--- config.mk ---
export PLATFORM = sky130hd
export DESIGN_NAME = omsp_alu_x
export DESIGN_NICKNAME = d
export VERILOG_FILES = /design/src/rtl/omsp_alu_x_pkg.sv /design/src/rtl/omsp_bcd_nibble.sv /design/src/rtl/omsp_alu_x.sv
export SDC_FILE = /design/constraint.sdc
export NUM_CORES = 1
export LEC_CHECK = 0
export BUFFER_PORTS_ARGS = -buffer_cell sky130_fd_sc_hd__buf_2
export CAP_MARGIN = 20
export CORE_ASPECT_RATIO = 1.75
export CORE_MARGIN = 10
export CORE_UTILIZATION = 52
export CTS_BUF_LIST = sky130_fd_sc_hd__clkbuf_16
export DETAILED_ROUTE_END_ITERATION = 10
export PLACE_DENSITY = 0.72
export SYNTH_ARGS = -nofsm -noshare
export SYNTH_HDL_FRONTEND = slang
export SYNTH_SLANG_ARGS = --single-unit
--- constraint.sdc ---
create_clock -name mclk -period 15.5 [get_ports mclk]
set_input_delay 0.775 -clock mclk [delete_from_list [all_inputs] [get_ports mclk]]
set_output_delay 0.775 -clock mclk [all_outputs]
set_load 0.02 [all_outputs]
--- src/rtl/omsp_alu_x_pkg.sv ---
// Shared openMSP430 ALU definitions: operation codes, width selects and
// FSM state encodings used by both the decoder and the execution ALU.
package omsp_alu_x_pkg;

  typedef enum logic [4:0] {
    OP_MOV  = 5'd0,
    OP_ADD  = 5'd1,
    OP_ADDC = 5'd2,
    OP_SUB  = 5'd3,
    OP_SUBC = 5'd4,
    OP_CMP  = 5'd5,
    OP_DADD = 5'd6,
    OP_BIT  = 5'd7,
    OP_BIC  = 5'd8,
    OP_BIS  = 5'd9,
    OP_XOR  = 5'd10,
    OP_AND  = 5'd11,
    OP_RRC  = 5'd12,
    OP_RRA  = 5'd13,
    OP_RLA  = 5'd14,
    OP_RRU  = 5'd15,
    OP_SWPB = 5'd16,
    OP_SXT  = 5'd17
  } alu_op_e;

  typedef enum logic [1:0] {
    WID_8  = 2'd0,
    WID_16 = 2'd1,
    WID_20 = 2'd2
  } wid_e;

  typedef enum logic [1:0] {
    ST_IDLE  = 2'd0,
    ST_SHIFT = 2'd1,
    ST_DADD  = 2'd2,
    ST_FIN   = 2'd3
  } alu_state_e;

  // Iteration counter width: covers SHIFT_MAX up to 8 and five DADD nibbles.
  localparam int CNT_W = 3;

  function automatic logic is_rotate(alu_op_e op);
    return (op == OP_RRC) || (op == OP_RRA) || (op == OP_RLA) || (op == OP_RRU);
  endfunction

endpackage

--- src/rtl/omsp_bcd_nibble.sv ---
// One BCD digit adder: a + b + ci, adjusted by 6 when the raw sum reaches 10.
// Bit 4 of the 5-bit result is the decimal carry into the next digit.
module omsp_bcd_nibble (
  input  logic [3:0] a,
  input  logic [3:0] b,
  input  logic       ci,
  output logic [4:0] sum
);

  logic [4:0] raw;

  assign raw = {1'b0, a} + {1'b0, b} + {4'b0000, ci};
  // Non-BCD digits take the same +6 path; the 5-bit result simply wraps.
  assign sum = (raw >= 5'd10) ? raw + 5'd6 : raw;

endmodule

--- src/rtl/omsp_alu_x.sv ---
// Multi-cycle openMSP430 ALU with 8/16/20-bit widths and serial rotates.
// Define OMSP_ALU_DADD_EN for nibble-serial DADD; otherwise DADD acts as ADDC.
module omsp_alu_x
  import omsp_alu_x_pkg::*;
#(
  parameter int  DW        = 16,
  parameter int  SHIFT_MAX = 4,
  localparam int SCW       = $clog2(SHIFT_MAX)
) (
  input  logic           mclk,
  input  logic           puc_rst_n,
  input  logic           start,
  input  logic           flush,
  input  logic [4:0]     alu_op,
  input  logic           inst_bw,
  input  logic           inst_aw,
  input  logic [SCW-1:0] shift_cnt,
  input  logic [DW-1:0]  op_src,
  input  logic [DW-1:0]  op_dst,
  input  logic [3:0]     status,
  output logic           busy,
  output logic           done,
  output logic [DW-1:0]  alu_out,
  output logic [3:0]     alu_stat,
  output logic [3:0]     alu_stat_wr
);

`ifdef OMSP_ALU_DADD_EN
  localparam bit DADD_SER = 1'b1;
`else
  localparam bit DADD_SER = 1'b0;
`endif

  alu_state_e       state_q, state_d;
  alu_op_e          op_q, cur_op;
  wid_e             w_q, cur_w;
  logic [DW-1:0]    src_q, dst_q, work_q;
  logic [CNT_W-1:0] cnt_q, tot_q, in_tot, cur_cnt, cur_tot;
  logic             carry_q;

  logic [DW-1:0]    cur_src, cur_dst, work_in, mask, topm;
  logic [DW-1:0]    a, s, b, res, next_work;
  logic [DW:0]      sum;
  logic [3:0]       cur_stat;
  logic             cur_c, cin, next_c, c_f, v_f, n_f, z_f, c_notz, wr;
  logic             iter_st, accept, step_en, last, fire;
  logic             a_msb, b_msb, r_msb;

  // Operand selection: live inputs while idle, captured state while iterating.
  // NOTE: every always_comb output gets a default first so no latch is inferred.
  always_comb begin
    iter_st = (state_q == ST_SHIFT) || (state_q == ST_DADD);
    accept  = !iter_st && start;

    if (iter_st) begin
      cur_op = op_q;
      cur_w  = w_q;
    end else begin
      cur_op = alu_op_e'(alu_op);
      if (!DADD_SER && cur_op == OP_DADD) cur_op = OP_ADDC;
      if (inst_bw)                      cur_w = WID_8;
      else if (inst_aw && DW == 20)     cur_w = WID_20;
      else                              cur_w = WID_16;
    end

    case (cur_w)
      WID_8:   mask = DW'(8'hFF);
      WID_20:  mask = DW'(20'hFFFFF);
      default: mask = DW'(16'hFFFF);
    endcase
    topm = mask ^ (mask >> 1);

    in_tot = '0;
    if (is_rotate(cur_op)) in_tot = CNT_W'(shift_cnt);
    else if (cur_op == OP_DADD) begin
      case (cur_w)
        WID_8:   in_tot = CNT_W'(1);
        WID_20:  in_tot = CNT_W'(4);
        default: in_tot = CNT_W'(3);
      endcase
    end

    cur_src  = iter_st ? src_q : op_src;
    cur_dst  = iter_st ? dst_q : op_dst;
    cur_cnt  = iter_st ? cnt_q : '0;
    cur_tot  = iter_st ? tot_q : in_tot;
    cur_stat = iter_st ? {3'b000, carry_q} : status;
    cur_c    = cur_stat[0];
    work_in  = iter_st ? work_q : ((cur_op == OP_DADD) ? '0 : (op_src & mask));
    last     = (cur_cnt == cur_tot);
    step_en  = !flush && (accept || iter_st);
    fire     = step_en && last;
  end

`ifdef OMSP_ALU_DADD_EN
  logic [3:0] dig_a, dig_b;
  logic [4:0] bcd_sum;

  assign dig_a = 4'(cur_dst >> {cur_cnt, 2'b00});
  assign dig_b = 4'(cur_src >> {cur_cnt, 2'b00});

  omsp_bcd_nibble u_bcd (
    .a   (dig_a),
    .b   (dig_b),
    .ci  (cur_c),
    .sum (bcd_sum)
  );
`endif

  // One iteration of the datapath plus the flags it would produce if final.
  always_comb begin
    a     = cur_dst & mask;
    s     = cur_src & mask;
    b     = (cur_op inside {OP_SUB, OP_SUBC, OP_CMP}) ? (~s & mask) : s;
    cin   = (cur_op == OP_ADD) ? 1'b0 :
            (cur_op inside {OP_SUB, OP_CMP}) ? 1'b1 : cur_c;
    sum   = {1'b0, a} + {1'b0, b} + {{DW{1'b0}}, cin};
    a_msb = |(a & topm);
    b_msb = |(b & topm);

    res       = s;
    next_work = work_in;
    next_c    = cur_c;
    c_f       = cur_stat[0];
    v_f       = cur_stat[3];
    c_notz    = 1'b0;
    wr        = 1'b1;

    case (cur_op)
      OP_MOV: wr = 1'b0;
      OP_ADD, OP_ADDC, OP_SUB, OP_SUBC, OP_CMP: begin
        res = sum[DW-1:0] & mask;
        c_f = |(sum & {topm, 1'b0});
        v_f = (a_msb == b_msb) && (|(res & topm) != a_msb);
      end
`ifdef OMSP_ALU_DADD_EN
      OP_DADD: begin
        next_c    = bcd_sum[4];
        next_work = work_in | (DW'(bcd_sum[3:0]) << {cur_cnt, 2'b00});
        res       = next_work;
        c_f       = next_c;
        v_f       = 1'b0;
      end
`endif
      OP_BIT, OP_AND: begin
        res    = a & s;
        v_f    = 1'b0;
        c_notz = 1'b1;
      end
      OP_BIC: begin
        res = a & ~s;
        wr  = 1'b0;
      end
      OP_BIS: begin
        res = a | s;
        wr  = 1'b0;
      end
      OP_XOR: begin
        res    = a ^ s;
        v_f    = a_msb & |(s & topm);
        c_notz = 1'b1;
      end
      OP_RRC, OP_RRA, OP_RRU, OP_RLA: begin
        if (cur_op == OP_RLA) begin
          next_c    = |(work_in & topm);
          next_work = (work_in << 1) & mask;
        end else begin
          next_c    = work_in[0];
          next_work = work_in >> 1;
          if (cur_op == OP_RRC && cur_c) next_work = next_work | topm;
          if (cur_op == OP_RRA)          next_work = next_work | (work_in & topm);
        end
        res = next_work;
        c_f = next_c;
        v_f = 1'b0;
      end
      OP_SWPB: begin
        res = DW'({cur_src[7:0], cur_src[15:8]});
        wr  = 1'b0;
      end
      OP_SXT: begin
        res    = {{(DW-8){cur_src[7]}}, cur_src[7:0]};
        v_f    = 1'b0;
        c_notz = 1'b1;
      end
      default: wr = 1'b0;
    endcase

    r_msb = |(res & topm);
    n_f   = r_msb;
    z_f   = ((res & mask) == '0);
    if (c_notz) c_f = !z_f;
  end

  always_comb begin
    state_d = state_q;
    if (flush) state_d = ST_IDLE;
    else begin
      case (state_q)
        ST_IDLE, ST_FIN: begin
          if (!start)    state_d = ST_IDLE;
          else if (last) state_d = ST_FIN;
          else           state_d = (cur_op == OP_DADD) ? ST_DADD : ST_SHIFT;
        end
        default: if (last) state_d = ST_FIN;
      endcase
    end
  end

  // NOTE: sequential state uses non-blocking assignments so every flop samples pre-edge values.
  always_ff @(posedge mclk or negedge puc_rst_n) begin
    if (!puc_rst_n) begin
      state_q     <= ST_IDLE;
      busy        <= 1'b0;
      done        <= 1'b0;
      alu_out     <= '0;
      alu_stat    <= '0;
      alu_stat_wr <= '0;
    end else begin
      state_q     <= state_d;
      busy        <= (state_d == ST_SHIFT) || (state_d == ST_DADD);
      done        <= fire;
      alu_stat_wr <= (fire && wr) ? 4'b1111 : 4'b0000;
      if (fire) begin
        alu_out  <= res;
        alu_stat <= {v_f, n_f, z_f, c_f};
      end
    end
  end

  // Captured operation context and iteration state.
  always_ff @(posedge mclk or negedge puc_rst_n) begin
    if (!puc_rst_n) begin
      op_q    <= OP_MOV;
      w_q     <= WID_16;
      src_q   <= '0;
      dst_q   <= '0;
      tot_q   <= '0;
      work_q  <= '0;
      carry_q <= 1'b0;
      cnt_q   <= '0;
    end else begin
      if (accept && !flush) begin
        op_q  <= cur_op;
        w_q   <= cur_w;
        src_q <= op_src;
        dst_q <= op_dst;
        tot_q <= in_tot;
      end
      if (step_en) begin
        work_q  <= next_work;
        carry_q <= next_c;
        cnt_q   <= cur_cnt + CNT_W'(1);
      end
    end
  end

endmodule

==> summary by stage <==
STA
The post-route fraction of the period consumed by the critical path is 38.1%. Headroom to the max-slew limit came out at 29.8%. Setup repair after global routing left no endpoint under its margin.

The accumulated negative setup slack is 0 ns. The achievable clock frequency is 169 MHz. The final setup skew is 0.0118 ns. The transition time of the tightest slew-check pin is 1.03 ns. The final setup violation count is 0. The number of slew-limit violations in the final report is 0. The number of hold-slack violations in the final timing report was 0. The post-layout minimum cycle time is 5.91 ns.

Critical path
The reg-to-reg critical path startpoint is state_q[1]. The critical path launch point type is a flip-flop. The end of the worst register-to-register path is alu_stat[0]. The depth of the most critical reg-to-reg path is 15.

Data on the critical path arrives at its endpoint at 6.15 ns. In this run the worst path has a maximum fanout of 61. STA classifies the critical path endpoint as a flip-flop. The register-to-register path setup slack is 9.59 ns. The data required time of the critical path is 15.74 ns.

The worst setup path is of the reg -> reg kind.

Global route
The number of antenna violations at the first check in global routing is 0. The first global-routing pass estimated 39200 um of wire. The via count of the first global-routing pass is 7236. The largest net degree at the start of global routing is 79. Across every metal layer, demand over resource in global routing totals 24.6%. After global routing the overflow that remains totals 0.

Clock network
The H-tree was split into 3 levels. Clock latency on the worst-skew pair, taken at its later pin, is 0.36 ns. The worst-case clock buffer depth is 2.

The number of instances resized during post-cts repair is 0. Hold repair after CTS inserted 0 buffers. The number of buffers created by CTS is 9.

For this design, the sink count on the clock tree is 87. Clock-pin slew was measured on the worst setup and hold paths at 0.08 ns. The number of setup buffers added after CTS is 0. TritonCTS built the clock tree. The CTS root buffer is clkbuf_16.

Synthesis
Ranked by instance count, the synthesized netlist is headed by nand2_1 (230), dfrtp_1 (86), nor2_1 (62). The sequential cell area fraction in the yosys report is 29.0%. In this run, synthesis inferred 0 flip-flops with an integrated enable. The number of cells produced by synthesis is 958.

The number of nets in the synthesized netlist is 1041. Counting flops with an async set or reset pin after synthesis yields a share of 100%. The most instantiated library cell after synthesis is nand2_1. Summed over all instances, the cell type with the most area after synthesis is dfrtp_1. Of the post-synthesis cell area, the dominant cell type holds 28.6%. The count of yosys warnings during synthesis is 0. The average footprint of a synthesized cell is 7.85 sq um.

Yosys attributes the largest share of cell area to dfrtp_1 (29%), nand2_1 (11%), ha_1 (5.3%). The synthesized design contains 87 register bits. The number of unique standard cell types used by synthesis is 85.

The dominant register cell in the synthesized netlist is dfrtp_1. The synthesized netlist occupies a cell area of 7520 sq um.

Die
The die covers 19900 sq um. The floorplan has 58 rows. The total I/O pin count is 75.

From bottom edge to top edge, the die measures 179 um. The width of the die is 111 um. The starting density of the core is 52.6%.

The total area inside the core boundary comes to 14300 sq um.

Run
Across the run, the number of max-cap violations was 0.

Routing
Summed over all layers, the routed wires come to 24900 um. The final route contains 7466 vias. The number of detailed-routing iterations run before antenna repair is 5. In this run, the number of DRC markers left after iteration 0 of detailed routing was 609. Using the TritonRoute via totals, the vias-per-cell ratio works out to 6.31.

For this run, design rule violations remaining after detail routing come to 0. Once detail routing completed, the nets flagged for antenna violations numbered 0. The routed wire length per instance is 21.0 um.

Placed design
The number of port buffers is 71. The total half-perimeter wirelength after legalization and detailed placement is 18900 um. The congestion estimate from routability-driven global placement came to 0.977.

Cells and area
The fraction of final layout cells sized beyond drive strength 1 is 14.3%. The area used by sequential logic in the layout is 2180 sq um. Summing all multi-input logic gate instances after layout gives 4940 sq um.

The layout filler cell count is 1393. The layout overhead on the synthesized area is 9.54%. The post-layout net count is 1081. The repair_antennas step left the layout with diodes totalling 0.

Run status
The run finished with clean final reports.

Min path
The kind of path behind the tightest hold check is in -> async.
-- worst max-delay path, cell delays in order (launching register included) --
cell	delay, ns
dfrtp_1	0.50
xor2_4	0.79
buf_4	0.71
a21boi_1	0.33
xnor2_1	0.20
ha_1	0.35
o21ai_0	0.13
o21ai_0	0.79
nand4_1	0.22
o211ai_1	0.21
a21oi_1	0.14
xnor2_1	0.19
a2111oi_2	0.54
o2111ai_1	0.19
o21a_1	0.25
o21a_1	0.19
-- through the flow --
stage	instances	cell area [sq um]	setup slack, ns	utilization (%)	hold slack [ns]
3_3_place_gp	1166	7920	9.57	55.4	0.447
6_report	1183	8230	9.59	57.6	0.227
5_1_grt	1183	8230	9.31	57.6	0.232
3_5_place_dp	1166	7920	9.54	55.4	0.452
4_1_cts	1182	8220	9.66	57.5	0.231
2_1_floorplan	958	7520	10.13	-	0.439
-- sequential cells by signal, indices dropped and copies added (netlist names) --
signal / flops
alu_out: 16
dst_q: 16
src_q: 16
work_q: 16
op_q: 5
alu_stat: 4
cnt_q: 3
tot_q: 3
state_q: 2
w_q: 2
alu_stat_wr: 1
busy: 1
carry_q: 1
done: 1
-- how the worst max path moves through the flow --
stage / to / from
floorplan: alu_stat[0] / alu_op[4]
global placement: alu_stat[0] / alu_op[0]
detailed placement: alu_stat[0] / alu_op[0]
CTS: alu_stat[0] / state_q[1]
global route: alu_stat[0] / state_q[1]
finish: alu_stat[0] / state_q[1]
-- cell families after synthesis --
| logic type | after synthesis | synth area share, % |
|---|---|---|
| adder cells (fa/ha/maj) | 34 | 5.86 |
| flip-flops | 87 | 29.0 |
| AND/OR/NAND/NOR | 434 | 26.6 |
| buffers and inverters | 86 | 5.61 |
| XOR/XNOR | 30 | 3.60 |
| multiplexers | 53 | 7.47 |
| AO/OA/AOI/OAI | 234 | 21.9 |
-- routing by layer --
layer | vias to the layer above | share of wire (%) | GRT usage [%]
met1 | 3517 | 38 | 27.3
met5 | - | 0 | 0
li1 | 3506 | - | -
met2 | 342 | 48 | 42.1
met3 | 101 | 6.9 | 4.76
met4 | 0 | 6.8 | 16.1
-- area by class of cell --
| type | count | share of cell area (%) |
|---|---|---|
| tap | 180 | 2.74 |
| inverter | 27 | 1.23 |
| timing repair buffer | 88 | 5.94 |
| multi-input combinational | 785 | 60.0 |
| clock buffer | 9 | 2.74 |
| sequential | 87 | 26.5 |
| clock inverter | 7 | 0.897 |
-- cell usage in the layout, fill, tap and decap left out, types with 20 or more instances in the layout --
cell type,instances
ha_1,32
buf_2,70
nand2_1,230
mux2i_1,37
dfrtp_1,86
inv_1,27
a21oi_1,36
nor2_1,62
nand3_1,32
nor3_1,20
o21ai_0,53
Power is not shown: default switching activity piles up to over one toggle a cycle in this logic, so the estimate is an artifact.
